--- src/rtl/dma_pkg.sv ---
// Shared types and constants for the DMA request arbiter slice.
package dma_pkg;

   localparam int NUM_CH  = 4;
   localparam int CH_ID_W = 2;

   typedef enum logic [1:0] {
      ST_IDLE,
      ST_GRANT,
      ST_BUSY,
      ST_ACK
   } dma_state_e;

endpackage

--- src/rtl/dma_rr_pick.sv ---
// Combinational round-robin search: first eligible channel after last_id, wrapping.
module dma_rr_pick
   import dma_pkg::*;
(
   input  logic [NUM_CH-1:0]  eligible,
   input  logic [CH_ID_W-1:0] last_id,
   output logic               any,
   output logic [CH_ID_W-1:0] pick_id
);

   logic [CH_ID_W-1:0] idx;

   // Offsets 1..NUM_CH from last_id; the final offset wraps back onto last_id itself.
   always_comb begin
      any     = 1'b0;
      pick_id = '0;
      idx     = '0;
      for (int i = 1; i <= NUM_CH; i++) begin
         idx = last_id + CH_ID_W'(i);
         if (!any && eligible[idx]) begin
            any     = 1'b1;
            pick_id = idx;
         end
      end
   end

endmodule

--- src/rtl/dma_req_arbiter.sv ---
// Round-robin arbiter between four peripheral DMA request lines with four-phase acknowledge.
module dma_req_arbiter
   import dma_pkg::*;
#(
   parameter int NUM_CH = 4
)
(
   input  logic              ACLK_i,
   input  logic              axi_m_rstn_i,
   input  logic              SYNC_P0_REQ_i,
   input  logic              SYNC_P1_REQ_i,
   input  logic              SYNC_P2_REQ_i,
   input  logic              SYNC_P3_REQ_i,
   input  logic              sync_dma_soft_rst_i,
   input  logic [NUM_CH-1:0] arb_ch_en_i,
   output logic              arb_grant_valid_o,
   output logic [1:0]        arb_grant_id_o,
   input  logic              arb_grant_ready_i,
   input  logic              dma_xfer_done_i,
   input  logic              dma_xfer_error_i,
   output logic              arb_busy_o,
   output logic              arb_err_o,
   output logic              DMA_P0_ACK_o,
   output logic              DMA_P1_ACK_o,
   output logic              DMA_P2_ACK_o,
   output logic              DMA_P3_ACK_o
);

   dma_state_e         state;
   logic [NUM_CH-1:0]  req;
   logic [NUM_CH-1:0]  eligible;
   logic [NUM_CH-1:0]  ack_q;
   logic [CH_ID_W-1:0] grant_id_q;
   logic [CH_ID_W-1:0] last_id_q;
   logic [CH_ID_W-1:0] pick_id;
   logic               pick_any;
   logic               valid_q;
   logic               busy_q;
   logic               err_q;

   assign req      = {SYNC_P3_REQ_i, SYNC_P2_REQ_i, SYNC_P1_REQ_i, SYNC_P0_REQ_i};
   assign eligible = req & arb_ch_en_i & ~ack_q;

   dma_rr_pick u_pick (
      .eligible (eligible),
      .last_id  (last_id_q),
      .any      (pick_any),
      .pick_id  (pick_id)
   );

   // Acknowledge bits drop on their own once the peripheral releases its request,
   // whatever the FSM is doing; a completion sets only the granted channel's bit.
   always_ff @(posedge ACLK_i or negedge axi_m_rstn_i) begin
      if (!axi_m_rstn_i) begin
         state      <= ST_IDLE;
         valid_q    <= 1'b0;
         grant_id_q <= '0;
         busy_q     <= 1'b0;
         err_q      <= 1'b0;
         ack_q      <= '0;
         last_id_q  <= CH_ID_W'(NUM_CH - 1);
      end else if (sync_dma_soft_rst_i) begin
         state      <= ST_IDLE;
         valid_q    <= 1'b0;
         grant_id_q <= '0;
         busy_q     <= 1'b0;
         err_q      <= 1'b0;
         ack_q      <= '0;
         last_id_q  <= CH_ID_W'(NUM_CH - 1);
      end else begin
         err_q <= 1'b0;
         ack_q <= ack_q & req;
         case (state)
            ST_IDLE: begin
               if (pick_any) begin
                  state      <= ST_GRANT;
                  grant_id_q <= pick_id;
                  valid_q    <= 1'b1;
                  busy_q     <= 1'b1;
               end
            end
            // Acceptance wins over a withdrawal seen in the same cycle.
            ST_GRANT: begin
               if (valid_q && arb_grant_ready_i) begin
                  state     <= ST_BUSY;
                  valid_q   <= 1'b0;
                  last_id_q <= grant_id_q;
               end else if (!(req[grant_id_q] && arb_ch_en_i[grant_id_q])) begin
                  state   <= ST_IDLE;
                  valid_q <= 1'b0;
                  busy_q  <= 1'b0;
               end
            end
            ST_BUSY: begin
               if (dma_xfer_done_i || dma_xfer_error_i) begin
                  state  <= ST_ACK;
                  busy_q <= 1'b0;
                  err_q  <= dma_xfer_error_i;
                  if (req[grant_id_q]) begin
                     ack_q[grant_id_q] <= 1'b1;
                  end
               end
            end
            ST_ACK: begin
               state <= ST_IDLE;
            end
            default: begin
               state <= ST_IDLE;
            end
         endcase
      end
   end

   assign arb_grant_valid_o = valid_q;
   assign arb_grant_id_o    = grant_id_q;
   assign arb_busy_o        = busy_q;
   assign arb_err_o         = err_q;
   assign DMA_P0_ACK_o      = ack_q[0];
   assign DMA_P1_ACK_o      = ack_q[1];
   assign DMA_P2_ACK_o      = ack_q[2];
   assign DMA_P3_ACK_o      = ack_q[3];

endmodule

--- config.mk ---
export PLATFORM = sky130hd
export DESIGN_NAME = dma_req_arbiter
export DESIGN_NICKNAME = d
export VERILOG_FILES = /design/src/rtl/dma_pkg.sv /design/src/rtl/dma_rr_pick.sv /design/src/rtl/dma_req_arbiter.sv
export SDC_FILE = /design/constraint.sdc
export NUM_CORES = 1
export LEC_CHECK = 0
export BUFFER_PORTS_ARGS = -buffer_cell sky130_fd_sc_hd__buf_2
export CORE_MARGIN = 2
export CORE_UTILIZATION = 50
export CTS_CLUSTER_DIAMETER = 120
export CTS_CLUSTER_SIZE = 14
export DETAILED_ROUTE_END_ITERATION = 16
export GPL_TIMING_DRIVEN = 0
export PLACE_DENSITY = 0.77
export RECOVER_POWER = 50
export SKIP_CTS_REPAIR_TIMING = 1
export SLEW_MARGIN = 25
export SYNTH_ARGS = -nofsm -noshare
export SYNTH_HDL_FRONTEND = slang
export SYNTH_SLANG_ARGS = --single-unit
--- constraint.sdc ---
create_clock -name ACLK_i -period 2.6 [get_ports ACLK_i]
set_clock_uncertainty 0.05 [all_clocks]
set_input_delay 0 -clock ACLK_i [delete_from_list [all_inputs] [get_ports ACLK_i]]
set_output_delay 0 -clock ACLK_i [all_outputs]
set_load 0.01 [all_outputs]
# Yosys cells after proc, flatten, opt, wreduce, memory -nomap -nowiden
# Cells that the tools add are included.
# classes
add_sub_neg	3
n_lt_le_gt_ge	6
eq_ne	8
muxes	50
n_bitwise	5
n_reduce_logical	22
# op_table
op	n
$mux W2	15
$mux W1	21
$mux W4	4
$lt A2 B3 Y1 const B	5
$and A4 B4 Y4	3
$bmux W1 S2	6
$ne A3 B3 Y1 const B	4
$pmux W2 S4	1
$reduce_bool A2 Y1	4
$logic_and A1 B1 Y1	6
$reduce_and A3 Y1	2
$reduce_and A5 Y1	1
$add A2 B2 Y2 const B	2
$eq A2 B2 Y1 const B	2
$ne A4 B4 Y1 const B	1
$not A4 Y4	1
$or A4 B4 Y4	1
$reduce_and A2 Y1	2
$reduce_bool A4 Y1	1
$logic_not A1 Y1	3
$pmux W1 S3	1
$reduce_bool A3 Y1	1
$add A2 B1 Y2 const B	1
$demux W1 S2	1
other kinds (5)	5
# totals
reg_bits	13
input_bits	14
out_inout_bits	9
elab_cells	101

# Logic depth before layout (Yosys ltp)
# Gate-level depths: netlist of the first run.
# depth
depth_word	17
depth_mapped	7
ltp_nobuf	7

# Cells and area by module
# Synthesis of the first run repeated with hierarchy kept, for this count alone.
# hier_totals
cells_unflattened	98
hier_area_um2	865.8
# modules_own_cells
module	n_inst	cells_each	area_per_inst_um2	seq_area_each_um2
dma_req_arbiter	1	84	774.5	327.8
dma_rr_pick	1	14	91.3	0.0

# Least setup slack after synthesis of the first run
# No wires, ideal clock.
# synth_path
kind	reg-to-reg
from	register ack_q[1]
to	register state[1]
setup_time_ps	80
t_arrival_ps	1830
required_time_ps	2470
path_slack_ps	639
stages_incl_launch_ff	7
n_path_buf	1
period_less_slack_ps	1961
cell_sequence	dfrtp_1 > and3b_1 > or4_4 > or2_1 > clkbuf_2 > a211o_1 > o211ai_2
# synth_between
elab_chain_cells	16
word_cells_on_any_way	22
classes_between	eq/ne: 1; mux: 12; bitwise: 2; reduce/logical: 7
# synth_rtl
element	line_no	text
from (decl)	dma_req_arbiter.sv:32	logic [NUM_CH-1:0] ack_q;
from (signal assigned)	dma_req_arbiter.sv:72	ack_q <= ack_q & req;
$not A4 Y4 *	dma_req_arbiter.sv:42	assign eligible = req & arb_ch_en_i & ~ack_q;
$and A4 B4 Y4 *	dma_req_arbiter.sv:42	
$bmux W1 S2	dma_rr_pick.sv:20	if (!any && eligible[idx]) begin
$mux W1 (implied by the code)	dma_rr_pick.sv:20	
$mux W1	dma_rr_pick.sv:20	
$logic_not A1 Y1	dma_rr_pick.sv:20	
$logic_and A1 B1 Y1	dma_rr_pick.sv:20	
$mux W1	dma_rr_pick.sv:20	
$logic_not A1 Y1	dma_rr_pick.sv:20	
$logic_and A1 B1 Y1	dma_rr_pick.sv:20	
$mux W1	dma_rr_pick.sv:20	
$logic_not A1 Y1	dma_rr_pick.sv:20	
$logic_and A1 B1 Y1	dma_rr_pick.sv:20	
$mux W1 *	dma_rr_pick.sv:20	
$ne A3 B3 Y1 (no line) *	-	
$reduce_and A3 Y1 (no line) *	-	
to (signal assigned)	dma_req_arbiter.sv:55	state <= ST_IDLE;
to (signal assigned)	dma_req_arbiter.sv:63	state <= ST_IDLE;
to (signal assigned)	dma_req_arbiter.sv:76	state <= ST_GRANT;
to (decl)	dma_req_arbiter.sv:29	dma_state_e state;
# Every way passes the cells marked *; elsewhere a longest branch is shown, timed or not. The select of a mux whose other input is x is not followed.
# A chain may end at the register's enable or synchronous reset.

# Worst setup path after layout of the first run
# Same ends and word-level chain as after synthesis.

==> results of run 1 <==
[path summary, 6_finish.rpt]
path | start | end | slack (ns) | cells past startpoint
worst max-delay path | ack_q[1]$_DFF_PN0_ | state[1]$_DFFE_PN0P_ | 0.57 | 6
worst min-delay path | arb_grant_ready_i | arb_grant_valid_o$_DFFE_PN0P_ | -0.02 | 3
worst min register to register | arb_busy_o$_DFFE_PN0P_ | arb_busy_o$_DFFE_PN0P_ | 0.49 | 2
min in group asynchronous | axi_m_rstn_i | ack_q[1]$_DFF_PN0_ | 0.23 | 2
max in group asynchronous | axi_m_rstn_i | state[1]$_DFFE_PN0P_ | 1.82 | 2
worst max register to register | ack_q[1]$_DFF_PN0_ | state[1]$_DFFE_PN0P_ | 0.57 | 6
[power by group]
| part | leakage (nW) | total, mW | internal, mW | switching (mW) |
|---|---|---|---|---|
| registers | 0.169 | 0.248 | 0.221 | 0.0273 |
| clock network | 0.0177 | 0.135 | 0.0572 | 0.0775 |
| logic | 0.283 | 0.152 | 0.0707 | 0.0811 |
| total | 0.470 | 0.535 | 0.349 | 0.186 |
[sequential cells by signal (all words and copies together), names as in the netlist]
register,flops
ack_q,4
arb_busy_o,1
arb_err_o,1
arb_grant_id_o,2
arb_grant_valid_o,1
last_id_q,2
state,2
[final cells by class]
type                       count  area (um2)
buffer                         3        12.5
clock buffer                   3        22.5
clock inverter                 1        5.00
fill                         129         497
inverter                       6        22.5
multi-input combinational     71         475
sequential                    13         328
tap                           16        20.0
timing repair buffer          27         159
[logic make-up after synthesis]
family,Yosys count
adders and majority gates,3
AOI/OAI and AO/OA,28
buffers and inverters,9
and+or+nand+nor,38
muxes,2
DFF,13
[per-stage QoR]
step	util [%]	setup slack (ns)	power [mW]	cell area, um2
floorplan	-	0.639	0.344	838
global placement	62.5	0.624	0.390	963
detailed placement	62.5	0.615	0.395	963
CTS	64.3	0.576	0.525	991
global route	67.8	0.512	0.563	1040
finish	67.8	0.571	0.535	1040
[cells in the final DEF (no fill, tap or decap), drive strengths merged, types with 2 or more instances in the layout]
master       synthesis  final
a211o                3      3
a21oi               10     10
and3b                5      5
buf                  0     16
clkbuf               3     11
dfrtp               11     11
dfstp                2      2
dlygate4sd3          0      6
ha                   3      3
inv                  6      6
mux2i                2      2
nand2                2      2
nand3                2      2
nand3b               2      2
nand4b               2      2
nor2                13     13
nor3b                4      4
o211ai               2      2
o21ai                6      6
[worst reg2reg max path, delay by kind of cell, from the launching register on]
family | cells | cell delay (ns)
buffers and inverters | 1 | 0.14
AO/OA/AOI/OAI | 2 | 0.37
flip-flops | 1 | 0.39
AND/OR/NAND/NOR | 3 | 1.01
[layer usage]
metal,track usage [%],share of wire (%)
met1,31.4,47
met4,7.06,1.2
met5,0,0
met3,2.80,6.9
met2,32.3,45
==> summary.txt, run 1 <==
Clocking
  • CTS Buf Count: 3
  • Clk slew on worst S/H paths: 0.09 ns
  • Root Buffer: clkbuf_4
  • TritonCTS clock tree: done
  • H-tree depth: 1
  • Clock latency on the worst-skew pair: 0.29 ns
  • Clock Sinks: 13
  • Clock buffer depth: 2

Drt
  • Vias per cell: 5.86
  • DR pass1 iterations: 4
  • Final ANT Viol Nets: 0
  • Routed WL per cell: roughly 14 um
  • Starting DRT DRC Count: 38
  • Routed WL: 2.01 mm
  • Vias: about 820
  • Drc violations: 0

Worst setup path
  • Slowest cell on crit path: or4_4
  • Req. time, crit path: roughly 2.8 ns
  • Worst path cell trace: and3b_1 -> or4_4 -> or2_1 -> clkbuf_2 -> a211o_1 -> o211ai_2
  • CP Buf/Inv Count: 1
  • CP max stage delay: around 0.56 ns
  • Crit path capture type: flip-flop
  • Worst Path Arrival: roughly 2.2 ns
  • Largest delay contributor family on the critical path: simple AND/OR/NAND/NOR gates
  • Critical path class: reg -> reg
  • Worst Setup Start Kind: flip-flop
  • Worst Path Max Fanout: 5

Layout
  • Finished Layout Cells: 140
  • Fraction of layout cells with a size suffix above 1: a little over a fifth
  • Nets: roughly 140
  • # diodes: 0
  • Syn-to-layout area delta: 24.6%

Synthesis
  • Predominant post-synthesis flop cell: dfrtp_1
  • Post-synthesis adder-cell area fraction: around 4.5%
  • Synth warnings: 0
  • Register area share after synthesis: 39.1%
  • Asr flop ratio synth: 100%
  • Post-synthesis mux area share: 2.39%
  • Yosys top cell by area: dfrtp_1
  • Count leader, synth: nor2_1
  • Post-Synthesis Cells: a little over 90
  • Largest family of logic cells by synthesized area: simple AND/OR/NAND/NOR gates
  • Post-synth net total: 110
  • Commonest cells post-synth: 13 x nor2_1, 11 x dfrtp_1, 10 x a21oi_1
  • Dominant cells by area after synthesis: dfrtp_1 33%, dfstp_2 6.3%, a21oi_1 6.0%
  • #FFs+latches synth: 13
  • Complex-gate fraction of the synthesized area: 21.8%
  • Post-synth EDFFs: 0
  • Mapped Avg Cell Area: 9.01 um2
  • Simple-Gate Fraction of Synth Area: 28.1%
  • Top-area cell type share of the netlist area: 32.8%
  • XOR/XNOR Fraction of Synth Area: 0%
  • Synthesized area: approximately 840 um2
  • Netlist cell types: 35

Min path
  • Worst hold path class: in -> reg

Timing
  • F_max: 0.493 GHz
  • Finish-stage setup viols: 0
  • Max Transition Viols Final: 0
  • Unrepaired setup endpoints after global routing: no
  • Final period util: 78.0%
  • Final Critical Period: 2.03 ns
  • Setup TNS Final: 0 ns
  • Worst slew pin tran: between 0.7 and 0.8 ns
  • Worst Hold Slack: -0.0229 ns
  • Worst slew margin: 52.5%
  • Final hold violations: 1

Floorplan
  • Die area: between 0.002 and 0.0025 mm2
  • Die W: 44.9 um
  • Cell Rows: 14
  • Initial Util: 54.4%
  • Die Ht: approximately 45 um
  • I/O pin total: 23
  • CORE AREA: between 0.0015 and 0.002 mm2

Outcome
  • Failing checks: hold timing
  • Outcome: finished with violations

Power
  • Power density cells: about 510 mW/mm2
  • Max VDD drop: 0.000345 V
  • LEAKAGE: 0.470 nW

GRT
  • First-pass GRT wire length: 3.15 mm
  • Vias in the first global route: 706
  • Grt total ovfl: 0
  • Initial antenna violation count: 0
  • Maximum number of pins on one net before global-route repair: 14
  • GR Util All Layers: 21.3%

Flow run
  • Max cap viols: 0

Placement
  • Hpwl dp: 1.42 mm
  • RePlAce Congestion: 0.827
  • PortBufs: 21
  • Placed Cells incl. Taps: 130
No activity file was read; power rests on OpenSTA's default activity.
==> run 2: changes to the inputs <==
CORE_UTILIZATION = 45   (was 50)
PLACE_DENSITY = 0.73   (was 0.77)
clock period = 1.7 ns   (was 2.6 ns; I/O delays follow)
==> summary.txt, run 2 (synthesis gave the netlist of run 1 again) <==
Power
  • Pwr Total: 827 uW (+55%)
  • LEAKAGE: 0.487 nW (+3.6%)
  • Seq pwr share: 45.8% (-0.6 points)
  • Internal: 547 uW (+57%)
  • Gate power share: 30.8% (+2.4 points)
  • Power density cells: 761 mW/mm2 (+49%)
  • Sw Ratio: 33.9% (-0.86 points)
  • Clock power frac: 23.4% (-1.8 points)
  • Switching power: 280 uW (+51%)
  • Max VDD drop: 0.000567 V (+64%)

Drt
  • Drc violations: 0 (unchanged)
  • Routed WL: 2.22 mm (+10%)
  • Final ANT Viol Nets: 0 (unchanged)
  • Starting DRT DRC Count: 34 (-11%)
  • DR pass1 iterations: 4 (unchanged)
  • Routed WL per cell: 14.8 um (+2.7%)
  • Vias per cell: 5.92 (+0.95%)
  • Vias: 888 (+8.2%)

GRT
  • Grt total ovfl: 0 (unchanged)
  • Initial antenna violation count: 0 (unchanged)
  • GR Util All Layers: 20.1% (-1.2 points)
  • Vias in the first global route: 701 (-0.71%)
  • Maximum number of pins on one net before global-route repair: 14 (unchanged)
  • First-pass GRT wire length: 3.05 mm (-3.3%)

Clocking
  • H-tree depth: 1 (unchanged)
  • Clock Sinks: 13 (unchanged)
  • Clock buffer depth: 2 (unchanged)
  • Clock latency on the worst-skew pair: 0.28 ns (about the same)
  • Clk slew on worst S/H paths: 0.08 ns (about the same)
  • TritonCTS clock tree: done
  • Root Buffer: clkbuf_4
  • CTS Buf Count: 3 (unchanged)

Layout
  • # diodes: 0 (unchanged)
  • Core Util, Final: 62.2% (-5.6 points)
  • Commonest non-fill, non-tap cell in the layout: buf_2
  • Max FFs per register: 4 (unchanged)
  • Largest reg by FF count: ack_q
  • Most frequent cells in the layout: 19 x buf_2, 13 x nor2_1, 11 x dfrtp_1
  • Fraction of layout cells with a size suffix above 1: 25.6% (+4.6 points)
  • Finished Layout Cells: 150 (+7.1%)
  • Final Cell Area: 0.00109 mm2 (+4.0%)
  • Nets: 143 (+0.70%)
  • Syn-to-layout area delta: 29.6%

Worst setup path
  • Worst Path Max Fanout: 5 (unchanged)
  • Worst Path Arrival: 2.07 ns (-0.12 ns)
  • Critical path class: reg -> reg
  • Req. time, crit path: 1.86 ns (-0.90 ns)
  • Reg2reg setup slack: -0.21 ns (-0.78 ns)
  • Worst Setup Start Kind: flip-flop
  • Crit path capture type: flip-flop

Floorplan
  • Die W: 47.2 um (+4.9%)
  • I/O pin total: 23 (unchanged)
  • Cell Rows: 15 (+1)
  • CORE AREA: 0.00175 mm2 (+13%)
  • Initial Util: 48.0% (-6.4 points)
  • Die area: 0.00222 mm2 (+10%)
  • Die Ht: 47.2 um (+4.9%)

Placement
  • Hpwl dp: 1.46 mm (+3.4%)
  • PortBufs: 21 (unchanged)
  • Placement Cell Area: 975 um2 (+1.2%)
  • RePlAce Congestion: 0.834 (+0.80%)
  • Placed Cells incl. Taps: 139 (+6.9%)

Flow run
  • Max cap viols: 0 (unchanged)

Timing
  • Final Critical Period: 1.91 ns (-0.118 ns)
  • Final period util: 112% (+34 points)
  • Final hold violations: 0 (-1)
  • F_max: 0.523 GHz (+6.2%)
  • Max Transition Viols Final: 0 (unchanged)
  • Worst slew pin tran: 0.729 ns (+0.0164 ns)
  • Final setup margin: -0.211 ns (-0.782 ns)
  • Finish-stage setup viols: 5 (+5)
  • Unrepaired setup endpoints after global routing: yes
  • Worst slew margin: 51.4% (-1.1 points)
  • Worst Hold Slack: 0.109 ns (+0.132 ns)

Outcome
  • Outcome: finished with violations
  • Failing checks: setup timing

Min path
  • Worst hold path class: in -> reg
==> run 2: changes by cell type in the layout (fill, tap and decap cells not counted), sizes merged <==
cell	delta
buf	+4
clkinv	-1
clkbuf	-3
dlygate4sd3	+1
==> run 2: final cells by class <==
class / count / area [um2]
timing repair buffer: 29 / 180
tap: 25 / 31.3
inverter: 6 / 22.5
buffer: 2 / 7.51
fill: 160 / 659
clock buffer: 4 / 26.3
multi-input combinational: 71 / 490
sequential: 13 / 328
==> run 2: power by group through the flow <==
stage	combinational [mW]	sequential, mW	clock, mW
floorplan	0.143	0.384	0
global placement	0.217	0.381	0
detailed placement	0.224	0.382	0
CTS	0.226	0.377	0.199
global route	0.277	0.383	0.215
finish	0.255	0.379	0.193
==> run 2: final timing paths <==
check / from / end / depth (start not counted)
max: ack_q[3]$_DFF_PN0_ / state[1]$_DFFE_PN0P_ / 5
min: sync_dma_soft_rst_i / arb_grant_id_o[0]$_DFFE_PN0P_ / 3
max reg2reg: ack_q[3]$_DFF_PN0_ / state[1]$_DFFE_PN0P_ / 5
min reg2reg: arb_busy_o$_DFFE_PN0P_ / arb_busy_o$_DFFE_PN0P_ / 2
max in group asynchronous: axi_m_rstn_i / state[0]$_DFFE_PN0P_ / 2
min in group asynchronous: axi_m_rstn_i / ack_q[0]$_DFF_PN0_ / 2
==> run 2: metrics by stage <==
step | setup slack, ns | setup TNS, ns
finish | -0.211 | -0.860
detailed placement | -0.277 | -0.907
global route | -0.248 | -1.10
global placement | -0.235 | -0.764
CTS | -0.308 | -1.03
floorplan | -0.225 | -0.663
==> run 2: critical path: stages, from the launching register on <==
cell      delay, ns
dfrtp_1        0.37
and3b_2        0.25
or4_4          0.57
or2_4          0.28
a211o_1        0.27
o211ai_2       0.06
==> run 2: metal layers <==
layer	wire length [um]	share of wire [%]	vias to the layer above	global-route usage (%)
met2	1060	48	53	31.0
met5	0	0	-	0
met1	919	41	413	26.5
li1	-	-	414	-
met3	179	8.1	8	6.15
met4	55	2.5	0	7.78
==> run 3: changes to the inputs <==
--- a/config.mk
+++ b/config.mk
@@ -9,4 +9,5 @@
 export CORE_MARGIN = 2
 export CORE_UTILIZATION = 45
+export CTS_BUF_LIST = sky130_fd_sc_hd__clkbuf_4 sky130_fd_sc_hd__clkbuf_8 sky130_fd_sc_hd__clkbuf_16
 export CTS_CLUSTER_DIAMETER = 120
 export CTS_CLUSTER_SIZE = 14
==> constraint.sdc (replaced) <==
create_clock -name ACLK_i -period 1.7 [get_ports ACLK_i]
set_clock_uncertainty 0.05 [all_clocks]
set_input_delay 0.17 -clock ACLK_i [delete_from_list [all_inputs] [get_ports ACLK_i]]
set_output_delay 0.17 -clock ACLK_i [all_outputs]
set_load 0.01 [all_outputs]
==> summary.txt, run 3 (synthesis gave the netlist of run 1 again) <==
Floorplan
  • Initial Util: 48.0% (unchanged)
  • Cell Rows: 15 (unchanged)
  • Die Ht: 47.2 um (unchanged)
  • CORE AREA: 0.00175 mm2 (unchanged)
  • I/O pin total: 23 (unchanged)
  • Die area: 0.00222 mm2 (unchanged)
  • Die W: 47.2 um (unchanged)

Clocking
  • Clock buffer depth: 2 (unchanged)
  • Clk slew on worst S/H paths: 0.08 ns (about the same)
  • Clock Sinks: 13 (unchanged)
  • TritonCTS clock tree: done
  • CTS Buf Count: 3 (unchanged)
  • Root Buffer: clkbuf_4
  • Clock latency on the worst-skew pair: 0.29 ns (about the same)
  • H-tree depth: 1 (unchanged)

Timing
  • Worst slew margin: 53.4% (+2.0 points)
  • Final setup margin: -0.216 ns (-0.00553 ns)
  • Finish-stage setup viols: 5 (unchanged)
  • Worst Hold Slack: 0.105 ns (-0.00485 ns)
  • Final hold violations: 0 (unchanged)
  • Unrepaired setup endpoints after global routing: yes
  • Worst slew pin tran: 0.699 ns (-0.0297 ns)
  • Max Transition Viols Final: 0 (unchanged)
  • Final period util: 113% (+0.33 points)
  • F_max: 0.522 GHz (-0.29%)
  • Final Critical Period: 1.92 ns (+0.00553 ns)

Layout
  • Commonest non-fill, non-tap cell in the layout: buf_2
  • # diodes: 0 (unchanged)
  • Max FFs per register: 4 (unchanged)
  • Largest reg by FF count: ack_q
  • Most frequent cells in the layout: 19 x buf_2, 13 x nor2_1, 11 x dfrtp_1
  • Finished Layout Cells: 144 (-4.0%)
  • Syn-to-layout area delta: 22.8%
  • Fraction of layout cells with a size suffix above 1: 27.7% (+2.1 points)
  • Nets: 137 (-4.2%)

Power
  • LEAKAGE: 0.466 nW (-4.4%)
  • Pwr Total: 832 uW (+0.66%)
  • Power density cells: 808 mW/mm2 (+6.2%)
  • Max VDD drop: 0.000522 V (-7.9%)

GRT
  • First-pass GRT wire length: 3.06 mm (+0.46%)
  • Initial antenna violation count: 0 (unchanged)
  • GR Util All Layers: 20.4% (+0.24 points)
  • Vias in the first global route: 700 (-0.14%)
  • Grt total ovfl: 0 (unchanged)
  • Maximum number of pins on one net before global-route repair: 14 (unchanged)

Flow run
  • Max cap viols: 0 (unchanged)

Worst setup path
  • R2R Path Start: ack_q[3]$_DFF_PN0_
  • CP max stage delay: 0.57 ns (about the same)
  • Req. time, crit path: 1.87 ns (about the same)
  • Crit path capture type: flip-flop
  • Worst Setup Start Kind: flip-flop
  • Worst Path Arrival: 2.08 ns (about the same)
  • Reg2reg setup slack: -0.22 ns (about the same)
  • Critical path class: reg -> reg
  • Worst path cell trace: and3b_2 -> or4_4 -> or2_4 -> a211o_1 -> o211ai_2
  • Crit path launch: ack_q[3]$_DFF_PN0_
  • Worst Path Max Fanout: 5 (unchanged)
  • Slowest cell on crit path: or4_4

Drt
  • Vias: 839 (-5.5%)
  • Routed WL: 2.06 mm (-6.9%)
  • Starting DRT DRC Count: 35 (+2.9%)
  • Vias per cell: 5.83 (-1.6%)
  • DR pass1 iterations: 6 (+2)
  • Routed WL per cell: 14.3 um (-3.1%)
  • Final ANT Viol Nets: 0 (unchanged)
  • Drc violations: 0 (unchanged)

Min path
  • Hold_sp: SYNC_P0_REQ_i
  • Worst hold path class: in -> reg

Placement
  • Hpwl dp: 1.46 mm (unchanged)
  • PortBufs: 21 (unchanged)
  • RePlAce Congestion: 0.834 (unchanged)
  • Placed Cells incl. Taps: 139 (unchanged)

Outcome
  • Failing checks: setup timing
  • Outcome: finished with violations
run 3: changes by cell type in the layout (fill, tap and decap cells not counted):
cell	before	now
clkbuf_1	5	4
clkbuf_4	3	4
dlygate4sd3_1	7	1
run 3: critical path: cells and delay by family (launching register included):
family / cells / cell delay, ns
AO/OA/AOI/OAI: 2 / 0.33
flip-flops: 1 / 0.37
AND/OR/NAND/NOR: 3 / 1.10
run 3: metrics by stage:
| stage | TNS (ns) | setup slack [ns] | cell area (um2) | util [%] |
|---|---|---|---|---|
| 2_1_floorplan | -0.663 | -0.225 | 838 | - |
| 3_3_place_gp | -0.764 | -0.235 | 975 | 55.8 |
| 3_5_place_dp | -0.907 | -0.277 | 975 | 55.8 |
| 4_1_cts | -1.03 | -0.309 | 1000 | 57.6 |
| 5_1_grt | -1.10 | -0.248 | 1030 | 59.0 |
| 6_report | -0.881 | -0.216 | 1030 | 59.0 |
run 3: worst paths after layout:
| kind | to | cells past startpoint |
|---|---|---|
| max reg2reg | state[1]$_DFFE_PN0P_ | 5 |
| min reg2reg | arb_busy_o$_DFFE_PN0P_ | 2 |
| min | ack_q[0]$_DFF_PN0_ | 2 |
| max in group asynchronous | ack_q[3]$_DFF_PN0_ | 2 |
| min in group asynchronous | ack_q[0]$_DFF_PN0_ | 2 |
| max | state[1]$_DFFE_PN0P_ | 5 |
run 3: cell type report:
type	count	area, um2
multi-input cells	71	490
inverters	6	22.5
plain buffers	2	7.51
well taps	25	31.3
clock buffers	4	30.0
flip-flops and latches	13	328
repair buffers	23	120
fillers	168	716
run 3: per-layer routing:
layer	vias up	routed length (um)	GRT usage, %
met5	-	0	0
met4	0	31	8.33
met3	7	196	5.77
met2	48	998	31.5
met1	389	836	26.8
li1	395	-	-
run 3: power by group:
part | internal, mW | switching [mW] | total [mW]
clock | 0.107 | 0.106 | 0.214
sequential | 0.338 | 0.0405 | 0.378
combinational | 0.109 | 0.132 | 0.240
